File: config.mk
export PLATFORM = sky130hd
export DESIGN_NAME = dma_io_port
export DESIGN_NICKNAME = d
export VERILOG_FILES = /design/src/rtl/dma_pkg.sv /design/src/rtl/dma_sync_fifo.sv /design/src/rtl/dma_io_port.sv
export SDC_FILE = /design/constraint.sdc
export NUM_CORES = 1
export LEC_CHECK = 0
export CORE_ASPECT_RATIO = 1.25
export CORE_MARGIN = 3
export CORE_UTILIZATION = 50
export CTS_CLUSTER_SIZE = 24
export DETAILED_ROUTE_END_ITERATION = 10
export PLACE_DENSITY_LB_ADDON = 0.15
export SETUP_SLACK_MARGIN = 0.02
export SLEW_MARGIN = 40
export SYNTH_ARGS = -nofsm -noshare
export SYNTH_HDL_FRONTEND = slang
export SYNTH_SLANG_ARGS = --single-unit
File: constraint.sdc
create_clock -name CLK -period 2.4 [get_ports CLK]
set_input_delay 0.24 -clock CLK [delete_from_list [all_inputs] [get_ports CLK]]
set_output_delay 0.24 -clock CLK [all_outputs]
set_load 0.01 [all_outputs]
File: src/rtl/dma_pkg.sv
// Shared types for the DMA I/O port: FSM states, transfer direction and data width.
package dma_pkg;

  localparam int DW = 8;

  typedef enum logic [1:0] {
    IDLE = 2'd0,
    REQ  = 2'd1,
    XFER = 2'd2,
    DONE = 2'd3
  } state_e;

  typedef enum logic {
    RX = 1'b0,
    TX = 1'b1
  } dir_e;

endpackage

File: src/rtl/dma_sync_fifo.sv
// Show-ahead synchronous FIFO: the head entry is visible on head_o without a pop.
// A push into a full FIFO is accepted only when a pop frees a slot in the same cycle.
module dma_sync_fifo #(
  parameter int DEPTH = 8,
  parameter int DW    = 8
) (
  input  logic                   clk_i,
  input  logic                   rst_i,
  input  logic                   push_i,
  input  logic [DW-1:0]          wdata_i,
  input  logic                   pop_i,
  output logic [DW-1:0]          head_o,
  output logic                   full_o,
  output logic                   empty_o,
  output logic [$clog2(DEPTH):0] count_o
);

  localparam int AW = $clog2(DEPTH);
  localparam int CW = AW + 1;
  localparam logic [CW-1:0] DEPTH_C = CW'(DEPTH);

  logic [DW-1:0] mem_q [DEPTH];
  logic [AW-1:0] wr_ptr_q, wr_ptr_d;
  logic [AW-1:0] rd_ptr_q, rd_ptr_d;
  logic [CW-1:0] count_q, count_d;
  logic          do_push, do_pop;

  assign full_o  = (count_q == DEPTH_C);
  assign empty_o = (count_q == '0);
  assign count_o = count_q;
  assign do_pop  = pop_i && !empty_o;
  assign do_push = push_i && (!full_o || do_pop);

  // Forced to zero when empty so the head never shows stale or unwritten storage.
  assign head_o = empty_o ? '0 : mem_q[rd_ptr_q];

  always_comb begin
    wr_ptr_d = do_push ? wr_ptr_q + 1'b1 : wr_ptr_q;
    rd_ptr_d = do_pop ? rd_ptr_q + 1'b1 : rd_ptr_q;
    count_d  = count_q;
    if (do_push && !do_pop) begin
      count_d = count_q + 1'b1;
    end else if (do_pop && !do_push) begin
      count_d = count_q - 1'b1;
    end
  end

  always_ff @(posedge clk_i) begin
    if (rst_i) begin
      wr_ptr_q <= '0;
      rd_ptr_q <= '0;
      count_q  <= '0;
    end else begin
      wr_ptr_q <= wr_ptr_d;
      rd_ptr_q <= rd_ptr_d;
      count_q  <= count_d;
    end
  end

  always_ff @(posedge clk_i) begin
    if (do_push) begin
      mem_q[wr_ptr_q] <= wdata_i;
    end
  end

endmodule

File: src/rtl/dma_io_port.sv
// Device-side DMA port: RX FIFO drained by IOR, TX FIFO filled by IOW, DREQ/RDY handshake.
// Optional idle flush of a partially filled RX FIFO is enabled by DMA_IO_PORT_FLUSH_EN.
module dma_io_port
  import dma_pkg::*;
#(
  parameter int DEPTH  = 8,
  parameter int THRESH = 4
`ifdef DMA_IO_PORT_FLUSH_EN
  ,
  parameter int FLUSH_CYC = 32
`endif
) (
  input  logic          CLK,
  input  logic          RST,
  output logic          DREQ,
  input  logic          DACK,
  input  logic          IOR,
  input  logic          IOW,
  input  logic          EOP,
  output logic          RDY,
  output logic [DW-1:0] Data_out,
  input  logic [DW-1:0] Data_in,
  input  logic          Dev_wr,
  input  logic [DW-1:0] Dev_wdata,
  output logic          Dev_full,
  input  logic          Dev_rd,
  output logic [DW-1:0] Dev_rdata,
  output logic          Dev_empty,
  output logic          Ovf
);

  localparam int CW = $clog2(DEPTH) + 1;
  localparam logic [CW-1:0] DEPTH_C  = CW'(DEPTH);
  localparam logic [CW-1:0] THRESH_C = CW'(THRESH);

  state_e        state_q, state_d;
  dir_e          dir_q, dir_d;
  logic          ovf_q, ovf_d;
  logic          in_xfer;
  logic          rx_pop, rx_full, rx_empty;
  logic          tx_push, tx_full, tx_empty;
  logic [CW-1:0] rx_count, tx_count;
  logic          rx_req, tx_req, flush_hit;

  assign in_xfer = (state_q == XFER);
  assign rx_pop  = in_xfer && (dir_q == RX) && DACK && IOR;
  // A write into a full TX is held off with RDY=0, so it must not land in the FIFO.
  assign tx_push = in_xfer && (dir_q == TX) && DACK && IOW && !tx_full;

  assign RDY = !((DACK && IOR && (dir_q == RX) && rx_empty) ||
                 (DACK && IOW && (dir_q == TX) && tx_full));

  assign rx_req = (rx_count >= THRESH_C);
  assign tx_req = ((DEPTH_C - tx_count) >= THRESH_C);

  assign Dev_full  = rx_full;
  assign Dev_empty = tx_empty;
  assign Ovf       = ovf_q;

  // A full RX is never empty, so any IOR strobe in RX transfer frees the slot.
  assign ovf_d = ovf_q || (Dev_wr && rx_full && !rx_pop);

  dma_sync_fifo #(.DEPTH(DEPTH), .DW(DW)) u_rx_fifo (
    .clk_i   (CLK),
    .rst_i   (RST),
    .push_i  (Dev_wr),
    .wdata_i (Dev_wdata),
    .pop_i   (rx_pop),
    .head_o  (Data_out),
    .full_o  (rx_full),
    .empty_o (rx_empty),
    .count_o (rx_count)
  );

  dma_sync_fifo #(.DEPTH(DEPTH), .DW(DW)) u_tx_fifo (
    .clk_i   (CLK),
    .rst_i   (RST),
    .push_i  (tx_push),
    .wdata_i (Data_in),
    .pop_i   (Dev_rd),
    .head_o  (Dev_rdata),
    .full_o  (tx_full),
    .empty_o (tx_empty),
    .count_o (tx_count)
  );

`ifdef DMA_IO_PORT_FLUSH_EN
  localparam int FW = $clog2(FLUSH_CYC + 1);

  logic [FW-1:0] idle_cnt_q, idle_cnt_d;
  logic          idle_counting;

  assign idle_counting = (state_q == IDLE) && (rx_count != '0) && !rx_req && !Dev_wr;
  assign flush_hit     = idle_counting && (idle_cnt_q == FW'(FLUSH_CYC - 1));
  assign idle_cnt_d    = (idle_counting && (state_d == IDLE)) ? idle_cnt_q + 1'b1 : '0;

  always_ff @(posedge CLK) begin
    if (RST) begin
      idle_cnt_q <= '0;
    end else begin
      idle_cnt_q <= idle_cnt_d;
    end
  end
`else
  assign flush_hit = 1'b0;
`endif

  always_comb begin
    state_d = state_q;
    dir_d   = dir_q;
    DREQ    = 1'b0;
    case (state_q)
      IDLE: begin
        if (rx_req || flush_hit) begin
          dir_d   = RX;
          state_d = REQ;
        end else if (tx_req) begin
          dir_d   = TX;
          state_d = REQ;
        end
      end
      REQ: begin
        DREQ = 1'b1;
        if (DACK) begin
          state_d = XFER;
        end
      end
      XFER: begin
        DREQ = (dir_q == RX) ? !rx_empty : !tx_full;
        if (EOP || !DACK) begin
          state_d = DONE;
        end
      end
      DONE: begin
        state_d = IDLE;
      end
      default: begin
        state_d = IDLE;
      end
    endcase
  end

  always_ff @(posedge CLK) begin
    if (RST) begin
      state_q <= IDLE;
      dir_q   <= RX;
      ovf_q   <= 1'b0;
    end else begin
      state_q <= state_d;
      dir_q   <= dir_d;
      ovf_q   <= ovf_d;
    end
  end

endmodule

# --- Word level (Yosys, flattened, before mapping) ---
# Memories as Yosys holds them, arrays and structs flattened. A register that Yosys moved wholly into a read port is not among the register bits.
# Index checks and enable logic that the tools add are counted.
totals:
  elab_cells: 101
  ramBits: 128
  in_bits: 24
  memories: 2
  ff_bits: 24
  romBits: 0
  latch_bits: 0
  out_inout_bits: 21
op_classes:
  n_shift: 0
  div: 0
  bitwise: 1
  n_addsub: 9
  mul: 0
  n_eq_ne: 8
  n_lt_le_gt_ge: 2
  n_reduce_logical: 47
  n_mux: 23
memory_table:
  columns: ["name", "depth", "width", "rd", "rd_ports_with_merged_regs", "write_ports", "line", "text"]
  rows:
  - ["u_rx_fifo.mem_q", 8, 8, 1, 1, 1, "dma_sync_fifo.sv:22", "logic [DW-1:0] mem_q [DEPTH];"]
  - ["u_tx_fifo.mem_q", 8, 8, 1, 1, 1, "dma_sync_fifo.sv:22", null]
op_table:
  columns: ["op", "count"]
  rows:
  - ["1-bit logical AND", 23]
  - ["4-bit two-way mux", 4]
  - ["8-bit two-way mux", 2]
  - ["3-bit by 1-bit adder with 3-bit output (second input constant)", 4]
  - ["3-bit two-way mux", 4]
  - ["1-bit zero test", 11]
  - ["4-bit by 1-bit adder with 4-bit output (second input constant)", 2]
  - ["4-bit equality test (second input constant)", 2]
  - ["4-bit by 3-bit greater-or-equal comparator with 1-bit output (second input constant)", 2]
  - ["4-bit zero test", 2]
  - ["2-bit two-way mux", 4]
  - ["2-bit one-hot mux with 4 select lines", 1]
  - ["4-bit by 1-bit subtractor with 4-bit output (second input constant)", 2]
  - ["1-bit two-way mux", 7]
  - ["2-bit nonzero test", 3]
  - ["1-bit logical OR", 5]
  - ["2-bit equality test (second input constant)", 2]
  - ["4-bit subtractor (first input constant)", 1]
  - ["3-bit != test (second input constant)", 1]
  - ["3-bit AND reduction", 1]
  - ["2-bit by 1-bit equality test with 1-bit output (second input constant)", 1]
  - ["2-bit zero test", 1]
  - ["2-bit by 1-bit != test with 1-bit output (second input constant)", 1]
  - ["2-bit != test (second input constant)", 1]
  - ["other kinds (3)", 3]

# --- Depth between registers and ports, before layout ---
logic_depth:
  word_depth: 11
  ltp_mapped: 12
  ltp_nobuf: 12

# --- Modules after synthesis ---
# A second synthesis with hierarchy kept.
hier_totals:
  hier_cells: 389
  area_unflattened_um2: 6533.8
modules_own_cells:
  columns: ["module", "area_each_um2", "n_inst", "cells_per_inst"]
  rows:
  - ["dma_sync_fifo", 3093.0, 2, 174]
  - ["dma_io_port", 347.8, 1, 41]

# --- Worst setup path after synthesis ---
# Ideal clock, no wire load.
synth_path:
  path_kind: "reg-to-reg"
  start: "register u_rx_fifo.count_q[0] (netlist: u_rx_fifo.count_o[0])"
  end: "register u_rx_fifo.count_q[3] (netlist: u_rx_fifo.count_o[3])"
  path_stages_with_launch: 11
  arrival_time_ps: 2486
  path_buffers: 0
  path_slack_ps: -206
  setup_ps: 121
  path_cell_list: "dfxtp_1 or4b_4 o21ai_2 inv_1 ha_1 inv_1 ha_1 a21oi_1 a211oi_1 a31oi_1 mux2_2"
synth_via:
  elab_chain_len: 8
  word_cells_on_any_way: 16
  cone_classes: "2 x add/sub; 1 x eq/ne; 2 x mux; 11 x reduce/logical"
synth_rtl:
  columns: ["item", "line", "text"]
  rows:
  - ["from (decl)", "dma_sync_fifo.sv:25", "logic [CW-1:0] count_q, count_d;"]
  - ["from (signal assigned)", "dma_sync_fifo.sv:56", "count_q <= count_d;"]
  - ["4-bit zero test", "dma_sync_fifo.sv:29", "assign empty_o = (count_q == '0);"]
  - ["1-bit zero test", "dma_sync_fifo.sv:31", "assign do_pop = pop_i && !empty_o;"]
  - ["1-bit logical AND", "dma_sync_fifo.sv:31", null]
  - ["1-bit logical OR (*)", "dma_sync_fifo.sv:32", "assign do_push = push_i && (!full_o || do_pop);"]
  - ["1-bit logical AND (*)", "dma_sync_fifo.sv:32", null]
  - ["via u_rx_fifo.do_push", "dma_sync_fifo.sv:26", "logic do_push, do_pop;"]
  - ["1-bit zero test", "dma_sync_fifo.sv:43", "end else if (do_pop && !do_push) begin"]
  - ["1-bit logical AND", "dma_sync_fifo.sv:43", null]
  - ["2-bit nonzero test (no line)", null, null]
# Mark *: on every way through the listed nets, which the timed path passes. The rest lies on a longest branch. The select of a mux whose other input is x is not followed.
# A chain may end at the register's enable or synchronous reset.

# --- Final worst setup path ---
layout_path:
  start: "register u_rx_fifo.count_q[2] (netlist: u_rx_fifo.count_o[2])"
  end: "register u_rx_fifo.count_q[3] (netlist: u_rx_fifo.count_o[3])"
# The elaborated chain is that of the path after synthesis.

==> reports/qor.yml <==
layout_common_cells: "edfxtp_1 (128), nor2_1 (54), buf_4 (53)"
syn_area_um2: 6490
cts_tree: "built"
setup_ws_ns: -0.0572
hold_path.class: "flop to flop"
htreeDepth: 4
clk_latency_ns: 0.41
core_um2: 12400
status: "finished with violations"
cp-end-kind: "flop"
cap_viol_max_count: 0
drc_errors: 0
synth.avg_cell_area_um2: 16.6
root_buffer: "clkbuf_16"
cts_buffers: 17
synth_edf_count: 128
antennaDiodeCount: 0
clk_pin_slew_worst_paths_ns: 0.07
crit_type: "flop to flop"
vias_per_cell: 5.32
die_h_um: 133
failed_checks: "negative setup slack"
wl_per_cell_um: 18.2
firstDrtPassIters: 4
placed_cells: 635
syn_inst: 391
fmax_mhz: 407
fin_util_pct: 66.2
finalClockSkew_ns: 0.00930
gp_congestion: 0.782
rsz0062_at_grt: "yes"
slew_violations: 0
numClockSinks: 158
synth_ff_type: "edfxtp_1"
finalHoldViolations: 0
ir_drop_mv: 0.577
worstMarginPinSlew_ns: 0.623
cp-start-kind: "flop"
fin_crit_sh_pct: 102
drive_above_1_share_pct: 30.4
hpwl_um: 7950
grt_pass1_wl_um: 19600
synth_warnings: 0
synth-async-reset-ratio_pct: 0
drt-total-wl_um: 12200
syn_to_final_growth_pct: 26.9
antenna_found_initial: 0
pin_count: 45
grt_pass1_vias: 3778
nets: 533
cts_hold_buf: 0
ant_nets: 0
ys_seq_area_share_pct: 68.5
synth_fp_nets: 431
dr.first_iter.drc_count: 132
synth.distinct_cells: 43
stdcell_count: 670
critPathRequiredTime_ns: 2.71
final_area_um2: 8240
layout_commonest_cell: "edfxtp_1"
ys_ff_latch: 158
vias: 3567
die_area_um2: 14400
holdWs_ns: 0.477
fin_crit_ns: 2.46
finalSetupViolations: 1
row_count: 45
arrival_ns: 2.77
post_dp_cell_area_um2: 7540
cts_max_path_buffers: 2
powerDensity_nw_per_um2: 1030
grt-ovfl-total: 0
crit_fanout: 4
p_leak_nw: 2.90
initial_core_util_pct: 52.1
io_buffer_count: 44
grt_max_degree: 17
die_x_um: 108
slew_headroom_pct: 58.3
track_usage_pct: 18.3
==> through the flow <==
step | setup TNS, ns | power (W) | worst slack (ns)
2_1_floorplan | 0 | 0.00469 | 0.00362
3_3_place_gp | -0.193 | 0.00573 | -0.124
3_5_place_dp | -0.467 | 0.00578 | -0.179
4_1_cts | 0 | 0.00845 | 0.0237
5_1_grt | -0.106 | 0.00892 | -0.0993
6_report | -0.0572 | 0.00849 | -0.0572
==> worst max-delay path: stages (launching register included) <==
cell	delay, ns
dfxtp_2	0.32
or4b_4	0.55
o21ai_4	0.16
inv_2	0.06
ha_4	0.17
inv_4	0.08
ha_4	0.22
a21oi_4	0.14
a211oi_2	0.10
a31oi_1	0.20
mux2_2	0.35
==> sequential cells by signal, summed over array words and instances (netlist names), 3 cells and up, named ones only <==
| register | cells |
|---|---|
| u_rx_fifo.mem_q | 64 |
| u_tx_fifo.mem_q | 64 |
| u_rx_fifo.count_o | 4 |
| u_tx_fifo.count_o | 4 |
| u_rx_fifo.rd_ptr_q | 3 |
| u_rx_fifo.wr_ptr_q | 3 |
| u_tx_fifo.rd_ptr_q | 3 |
| u_tx_fifo.wr_ptr_q | 3 |
==> per-layer routing <==
layer / GRT usage [%] / wire length [um]
met1: 21.6 / 4990
met2: 32.9 / 6800
met3: 3.83 / 348
met4: 6.04 / 82
met5: 0 / 0
==> synth_stat cells (4+ instances only) <==
master      n  share of area [%]
xnor2_1     4               0.54
buf_2       4               0.31
ha_1       14                2.7
buf_1       4               0.23
nor2_1     54                3.1
inv_1      11               0.64
edfxtp_1  128                 59
clkbuf_1    5               0.29
nor3_1      6               0.46
dfxtp_1    30                9.3
mux2i_1    24                3.7
buf_4       4               0.46
xor2_1      7               0.95
nand2_1    11               0.64
mux4_2     32                 11
nand2b_1    5               0.48
a21oi_1     7               0.54
nand3_1     4               0.31
==> where the power goes <==
part / leakage, nW / internal (W) / switching (W)
clock network: 0.293 / 0.00157 / 0.00113
registers: 1.40 / 0.00317 / 0.000141
logic: 1.20 / 0.00132 / 0.00117
==> kinds of logic after synthesis <==
logic type,Yosys count,share of synthesized area [%]
adder cells (fa/ha/maj),16,3.32
XOR/XNOR,11,1.49
buffers and inverters,28,1.93
flip-flops,158,68.5
multiplexers,58,15.2
AO/OA/AOI/OAI,21,2.14
AND/OR/NAND/NOR,99,7.46
==> repair_timing <==
item                                    in CTS  in global routing
setup buffers                                2                  1
endpoints found under the setup margin      20                  7
resized for setup                           20                 14
pin swaps                                    0                  3
==> layout make-up <==
type / count / area, um^2
timing repair buffer: 100 / 880
clock inverter: 15 / 179
fill: 881 / 4210
inverter: 11 / 43.8
sequential: 158 / 4450
multi-input combinational: 205 / 2050
tap: 164 / 205
clock buffer: 17 / 425
==> final timing paths <==
check,slack [ns],cells after the start,end,startpoint
min reg2reg,0.48,2,Ovf,Ovf
max reg2reg,-0.06,10,u_rx_fifo.count_o[3],u_rx_fifo.count_o[2]
max,-0.06,10,u_rx_fifo.count_o[3],u_rx_fifo.count_o[2]
min,0.48,2,Ovf,Ovf
(Power assumes the default switching activity.)
